**config.mk**
```make
export PLATFORM = sky130hd
export DESIGN_NAME = replay_buffer_dyn
export DESIGN_NICKNAME = d
export VERILOG_FILES = /design/src/rtl/replay_buffer_dyn.sv
export SDC_FILE = /design/constraint.sdc
export NUM_CORES = 1
export LEC_CHECK = 0
export BUFFER_PORTS_ARGS = -buffer_cell sky130_fd_sc_hd__buf_2
export CORE_MARGIN = 2
export CORE_UTILIZATION = 38
export DETAILED_ROUTE_END_ITERATION = 12
export GPL_TIMING_DRIVEN = 0
export PLACE_DENSITY = 0.5
export SETUP_SLACK_MARGIN = 0.5
export SYNTH_ARGS = -nofsm -noshare
export SYNTH_HDL_FRONTEND = slang
export SYNTH_SLANG_ARGS = --single-unit
```
**constraint.sdc**
```tcl
create_clock -name clk -period 4.8 [get_ports clk]
set_input_delay 0.96 -clock clk [delete_from_list [all_inputs] [get_ports clk]]
set_output_delay 0.96 -clock clk [all_outputs]
set_load 0.05 [all_outputs]
```
**src/rtl/replay_buffer_dyn.sv**
```systemverilog
// Double-buffered replay buffer: captures a counted sequence from a valid/ready
// input and replays it rep times, with len/rep latched per sequence.
module replay_buffer_dyn #(
    parameter int MAX_LEN = 16,
    parameter int MAX_REP = 8,
    parameter int W       = 8,
    localparam int AW     = (MAX_LEN > 1) ? $clog2(MAX_LEN) : 1,
    localparam int LW     = $clog2(MAX_LEN + 1),
    localparam int RW     = $clog2(MAX_REP + 1)
) (
    input  logic          clk,
    input  logic          rst_n,
    input  logic [LW-1:0] cfg_len,
    input  logic [RW-1:0] cfg_rep,
    input  logic [W-1:0]  idat,
    input  logic          ivld,
    output logic          irdy,
    output logic [W-1:0]  odat,
    output logic          olast,
    output logic          ofin,
    output logic          ovld,
    input  logic          ordy
);
    localparam int DEPTH = 2 ** (AW + 1);

    generate
        if (MAX_LEN < 1) begin : g_bad_len
            $error("replay_buffer_dyn: MAX_LEN must be >= 1");
        end
        if (MAX_REP < 1) begin : g_bad_rep
            $error("replay_buffer_dyn: MAX_REP must be >= 1");
        end
    endgenerate

    logic [W-1:0] mem [DEPTH];

    logic [1:0]         full_q, full_d;
    logic [1:0]         rfull_q, rfull_d;
    logic [1:0][LW-1:0] len_q, len_d;
    logic [1:0][RW-1:0] rep_q, rep_d;
    logic               wslot_q, wslot_d;
    logic               rslot_q, rslot_d;
    logic               wslot_vis_q, wslot_vis_d;
    logic [AW-1:0]      wcnt_q, wcnt_d;
    logic [AW-1:0]      wcnt_vis_q, wcnt_vis_d;
    logic [AW-1:0]      ridx_q, ridx_d;
    logic [RW-1:0]      rcnt_q, rcnt_d;
    logic               ovld_q, ovld_d;
    logic               olast_q, olast_d;
    logic               ofin_q, ofin_d;
    logic [W-1:0]       odat_q;

    logic          w_acc, w_last, rd, avail, rd_en, r_last, r_fin;
    logic [LW-1:0] len_san, wlen, rlen;
    logic [RW-1:0] rep_san, rrep;

    assign irdy  = rst_n && !full_q[wslot_q];
    assign odat  = odat_q;
    assign olast = olast_q;
    assign ofin  = ofin_q;
    assign ovld  = ovld_q;

    always_comb begin
        len_san = cfg_len;
        if (cfg_len == '0) begin
            len_san = LW'(1);
        end else if (cfg_len > LW'(MAX_LEN)) begin
            len_san = LW'(MAX_LEN);
        end
        rep_san = cfg_rep;
        if (cfg_rep == '0) begin
            rep_san = RW'(1);
        end else if (cfg_rep > RW'(MAX_REP)) begin
            rep_san = RW'(MAX_REP);
        end

        w_acc  = ivld && irdy;
        wlen   = (wcnt_q == '0) ? len_san : len_q[wslot_q];
        w_last = (LW'(wcnt_q) == wlen - LW'(1));

        rlen   = len_q[rslot_q];
        rrep   = rep_q[rslot_q];
        r_last = (LW'(ridx_q) == rlen - LW'(1));
        r_fin  = r_last && (rcnt_q == rrep - RW'(1));

        // Reader sees write progress one cycle late so the memory write has
        // landed before the registered read, giving a uniform two-edge latency.
        avail = rfull_q[rslot_q] ||
                ((rslot_q == wslot_vis_q) && (rcnt_q == '0) && (ridx_q < wcnt_vis_q));
        rd    = !ovld_q || ordy;
        rd_en = rd && avail;

        full_d      = full_q;
        rfull_d     = full_q;
        len_d       = len_q;
        rep_d       = rep_q;
        wslot_d     = wslot_q;
        rslot_d     = rslot_q;
        wslot_vis_d = wslot_q;
        wcnt_vis_d  = wcnt_q;
        wcnt_d      = wcnt_q;
        ridx_d      = ridx_q;
        rcnt_d      = rcnt_q;
        ovld_d      = ovld_q;
        olast_d     = olast_q;
        ofin_d      = ofin_q;

        if (w_acc) begin
            if (wcnt_q == '0) begin
                len_d[wslot_q] = len_san;
                rep_d[wslot_q] = rep_san;
            end
            if (w_last) begin
                full_d[wslot_q] = 1'b1;
                wslot_d         = !wslot_q;
                wcnt_d          = '0;
            end else begin
                wcnt_d = wcnt_q + AW'(1);
            end
        end

        if (rd) begin
            if (avail) begin
                ovld_d  = 1'b1;
                olast_d = r_last;
                ofin_d  = r_fin;
                if (r_fin) begin
                    full_d[rslot_q]  = 1'b0;
                    rfull_d[rslot_q] = 1'b0;
                    rslot_d          = !rslot_q;
                    ridx_d           = '0;
                    rcnt_d           = '0;
                end else if (r_last) begin
                    ridx_d = '0;
                    rcnt_d = rcnt_q + RW'(1);
                end else begin
                    ridx_d = ridx_q + AW'(1);
                end
            end else begin
                ovld_d  = 1'b0;
                olast_d = 1'b0;
                ofin_d  = 1'b0;
            end
        end
    end

    always_ff @(posedge clk or negedge rst_n) begin
        if (!rst_n) begin
            full_q      <= '0;
            rfull_q     <= '0;
            len_q       <= '0;
            rep_q       <= '0;
            wslot_q     <= 1'b0;
            rslot_q     <= 1'b0;
            wslot_vis_q <= 1'b0;
            wcnt_q      <= '0;
            wcnt_vis_q  <= '0;
            ridx_q      <= '0;
            rcnt_q      <= '0;
            ovld_q      <= 1'b0;
            olast_q     <= 1'b0;
            ofin_q      <= 1'b0;
        end else begin
            full_q      <= full_d;
            rfull_q     <= rfull_d;
            len_q       <= len_d;
            rep_q       <= rep_d;
            wslot_q     <= wslot_d;
            rslot_q     <= rslot_d;
            wslot_vis_q <= wslot_vis_d;
            wcnt_q      <= wcnt_d;
            wcnt_vis_q  <= wcnt_vis_d;
            ridx_q      <= ridx_d;
            rcnt_q      <= rcnt_d;
            ovld_q      <= ovld_d;
            olast_q     <= olast_d;
            ofin_q      <= ofin_d;
        end
    end

    always_ff @(posedge clk) begin
        if (w_acc) begin
            mem[{wslot_q, wcnt_q}] <= idat;
        end
    end

    always_ff @(posedge clk) begin
        if (rd_en) begin
            odat_q <= mem[{rslot_q, ridx_q}];
        end
    end
endmodule

```
==> reports/qor.yml <==
report.final.hold_viol_count: 0
r2r_end: "wcnt_q[2]"
post_cts_buffers: 0
fin_util: 0.443
syn_nets: 798
synth_xor_area_frac: 0.0122
grt_pass1_vias: 7362
crit_required_ns: 4.95
drt-pass1-iter-count: 5
power_frac_clock: 0.327
skew_ns: 0.0192
hold_path_class: "flip-flop to flip-flop"
cts_buffers: 35
synth_compound_area_frac: 0.0548
synth_seq_area_share: 0.700
yosysWarningCount: 0
worstPathArrival_ns: 3.67
core_um2: 33400
p_int_uw: 5680
maxCapViolCount: 0
final_cell_area_um2: 14800
seqPwrFrac: 0.387
clock-sinks: 308
ant_nets: 0
track_usage: 0.173
nets: 868
async_flop_share: 0.143
overflow: 0
critPathSlowestCell: "buf_2"
hp-start: "olast"
dieArea_um2: 35400
root_buffer: "clkbuf_16"
diodes: 0
wl_per_cell_um: 23.2
slowest_delay_ns: 0.77
p_leak_uw: 0.00529
timing.final.crit_share: 0.733
r2r_cells: 13
period_needed_ns: 3.52
yosys.area_share.simple: 0.0575
viasPerCell: 5.41
num_rows: 67
drv_slew: 0
wirelength_um: 30400
via_count: 7073
regToRegSetupSlack_ns: 1.34
outcome: "finished clean"
cts.clk_slew.worst_paths_ns: 0.06
area_growth_pct: 14.9
port_buffers: 32
drt_iter0_drc: 553
critPathMaxFanout: 46
crit_family: "simple AND/OR/NAND/NOR gates"
layout_commonest_cell: "edfxtp_1"
power.density_nw_per_um2: 562
syn-instance-count: 764
synth.ff_latch_count: 308
combPwrFrac: 0.285
clk_path_buf_depth: 3
antenna_found_initial: 0
synth_mux_area_frac: 0.144
rsz0062_at_grt: "false"
grt_first_pass_wirelength_um: 45100
post-place-ws_ns: 0.664
ctsHoldBuffers: 0
die_width_um: 188
cp-end-kind: "flip-flop"
layout-drive-gt1-share: 0.205
slew_headroom: 0.204
cts_tree: "yes"
path_class: "input port to flip-flop"
route.detailed.drc: 0
r2r-start: "wcnt_q[0]"
switching_share: 0.318
p_switching_uw: 2650
worst_slew_pin_slew_ns: 1.19
setup_viol: 0
setup_tns_ns: 0
crit_buf_inv: 2
cts_resized: 0
fmax_mhz: 284
ys_types: 58
crit_chain: "buf_2, and3_1, clkbuf_1, nand2_1, nor2_1"
htree_levels: 2
place_hpwl_um: 20200
gp_congestion: 0.813
start_util: 0.385
synth.avg_cell_area_um2: 16.9
peakVddDrop_v: 0.000282
min_to: "olast"
final_cell_mix: "edfxtp_1, mux2i_1, nor2_1"
die_y_um: 188
clkLatencyLatePin_ns: 0.53
ios: 33
synth-edff-count: 264
netlist_area_um2: 12900
finalWorstSetupSlack_ns: 1.28
synth_top_family_by_area: "multiplexers"
grt_max_degree: 47
startpoint_type: "input port"
ys.flop_type: "edfxtp_1"
placed_area_um2: 13600
holdPathStages: 2
synthAdderAreaFrac: 0.0126
-- tightest hold or removal path, delay by kind of cell (launching register included) --
family	cells	cell delay [ns]
and+or+nand+nor	2	0.11
DFF	1	0.34
-- flip-flops by register name (all words and copies together) (netlist names) --
register,cells
rfull_q,2
full_q,2
odat,8
ridx_q,4
rcnt_q,4
wslot_vis_q,1
mem,256
wcnt_q,4
rep_q,8
wcnt_vis_q,4
ofin,1
wslot_q,1
olast,1
len_q,10
rslot_q,1
ovld,1
-- worst max path at each step --
stage                          start    endpoint  slack, ns  cells past startpoint
after detailed placement       rst_n  mem[22][5]       0.66                      5
final                          rst_n   mem[1][3]       1.28                      5
after global placement         rst_n    rep_q[1]       0.76                      5
after CTS                      rst_n  mem[22][4]       1.19                      5
after floorplan           cfg_len[4]   wcnt_q[2]       1.80                     11
after global routing           rst_n  mem[26][5]       0.97                      5
-- per-layer routing --
layer / track usage / up-vias / share of wire / wire, um
met5: 0 / - / 0 / 0
met4: 0.0527 / 0 / 0.024 / 742
met3: 0.0320 / 49 / 0.056 / 1700
met2: 0.291 / 201 / 0.49 / 14900
met1: 0.228 / 3659 / 0.43 / 13000
li1: - / 3164 / - / -
-- layout make-up --
| cell class | instances | area, um^2 |
|---|---|---|
| flip-flops and latches | 308 | 9030 |
| repair buffers | 33 | 175 |
| fillers | 2934 | 18600 |
| well taps | 448 | 561 |
| plain buffers | 38 | 189 |
| multi-input cells | 406 | 3630 |
| clock inverters | 22 | 275 |
| clock buffers | 41 | 908 |
| inverters | 12 | 45.0 |
-- Yosys cell counts, types with 2 or more instances --
library cell | n | area, um^2
mux2i_1 | 64 | 641
o2bb2ai_1 | 2 | 17.5
o221ai_1 | 40 | 350
and3_1 | 3 | 18.8
nand2b_1 | 4 | 25.0
a21oi_1 | 11 | 55.1
buf_1 | 2 | 7.51
buf_2 | 7 | 35.0
mux2_2 | 27 | 304
nand2_1 | 38 | 143
dfrtp_1 | 44 | 1100
nor2_1 | 47 | 176
and2_1 | 3 | 18.8
buf_4 | 8 | 60.1
o21ai_0 | 18 | 90.1
xnor2_1 | 12 | 105
inv_1 | 11 | 41.3
a21o_1 | 4 | 30.0
nand3_1 | 5 | 25.0
mux4_2 | 40 | 901
a22o_1 | 2 | 17.5
ha_1 | 13 | 163
o22ai_1 | 3 | 18.8
o211ai_1 | 2 | 15.0
edfxtp_1 | 264 | 7930
a221o_1 | 2 | 20.0
nor3_1 | 9 | 45.0
nand3b_1 | 4 | 30.0
nor2b_1 | 19 | 119
or3_1 | 3 | 18.8
a21boi_0 | 2 | 15.0
xor2_1 | 6 | 52.6
clkbuf_1 | 20 | 75.1
-- stage by stage --
stage	hold slack, ns	total power, uW	std cells
after floorplan	0.415	4880	764
after global placement	0.454	5610	1244
after detailed placement	0.467	5660	1245
after CTS	0.481	8390	1308
after global routing	0.503	8690	1308
final	0.476	8330	1308
-- power groups by stage --
stage	sequential, uW	combinational [uW]	clock (uW)
2_1_floorplan	3310	1560	0
3_3_place_gp	3270	2340	0
3_5_place_dp	3280	2380	0
4_1_cts	3230	2390	2770
5_1_grt	3250	2550	2890
6_report	3230	2380	2720
-- cell families (layout without fill, tap and decap cells) --
logic type                 after synthesis  in the layout
xor gates and xnor gates                18             18
DFF                                    308            308
adders and majority gates               13             13
and+or+nand+nor                        148            148
AOI/OAI and AO/OA                       95             95
muxes                                  132            132
buffers and inverters                   50            146
Power figures use the tool's default switching activity.
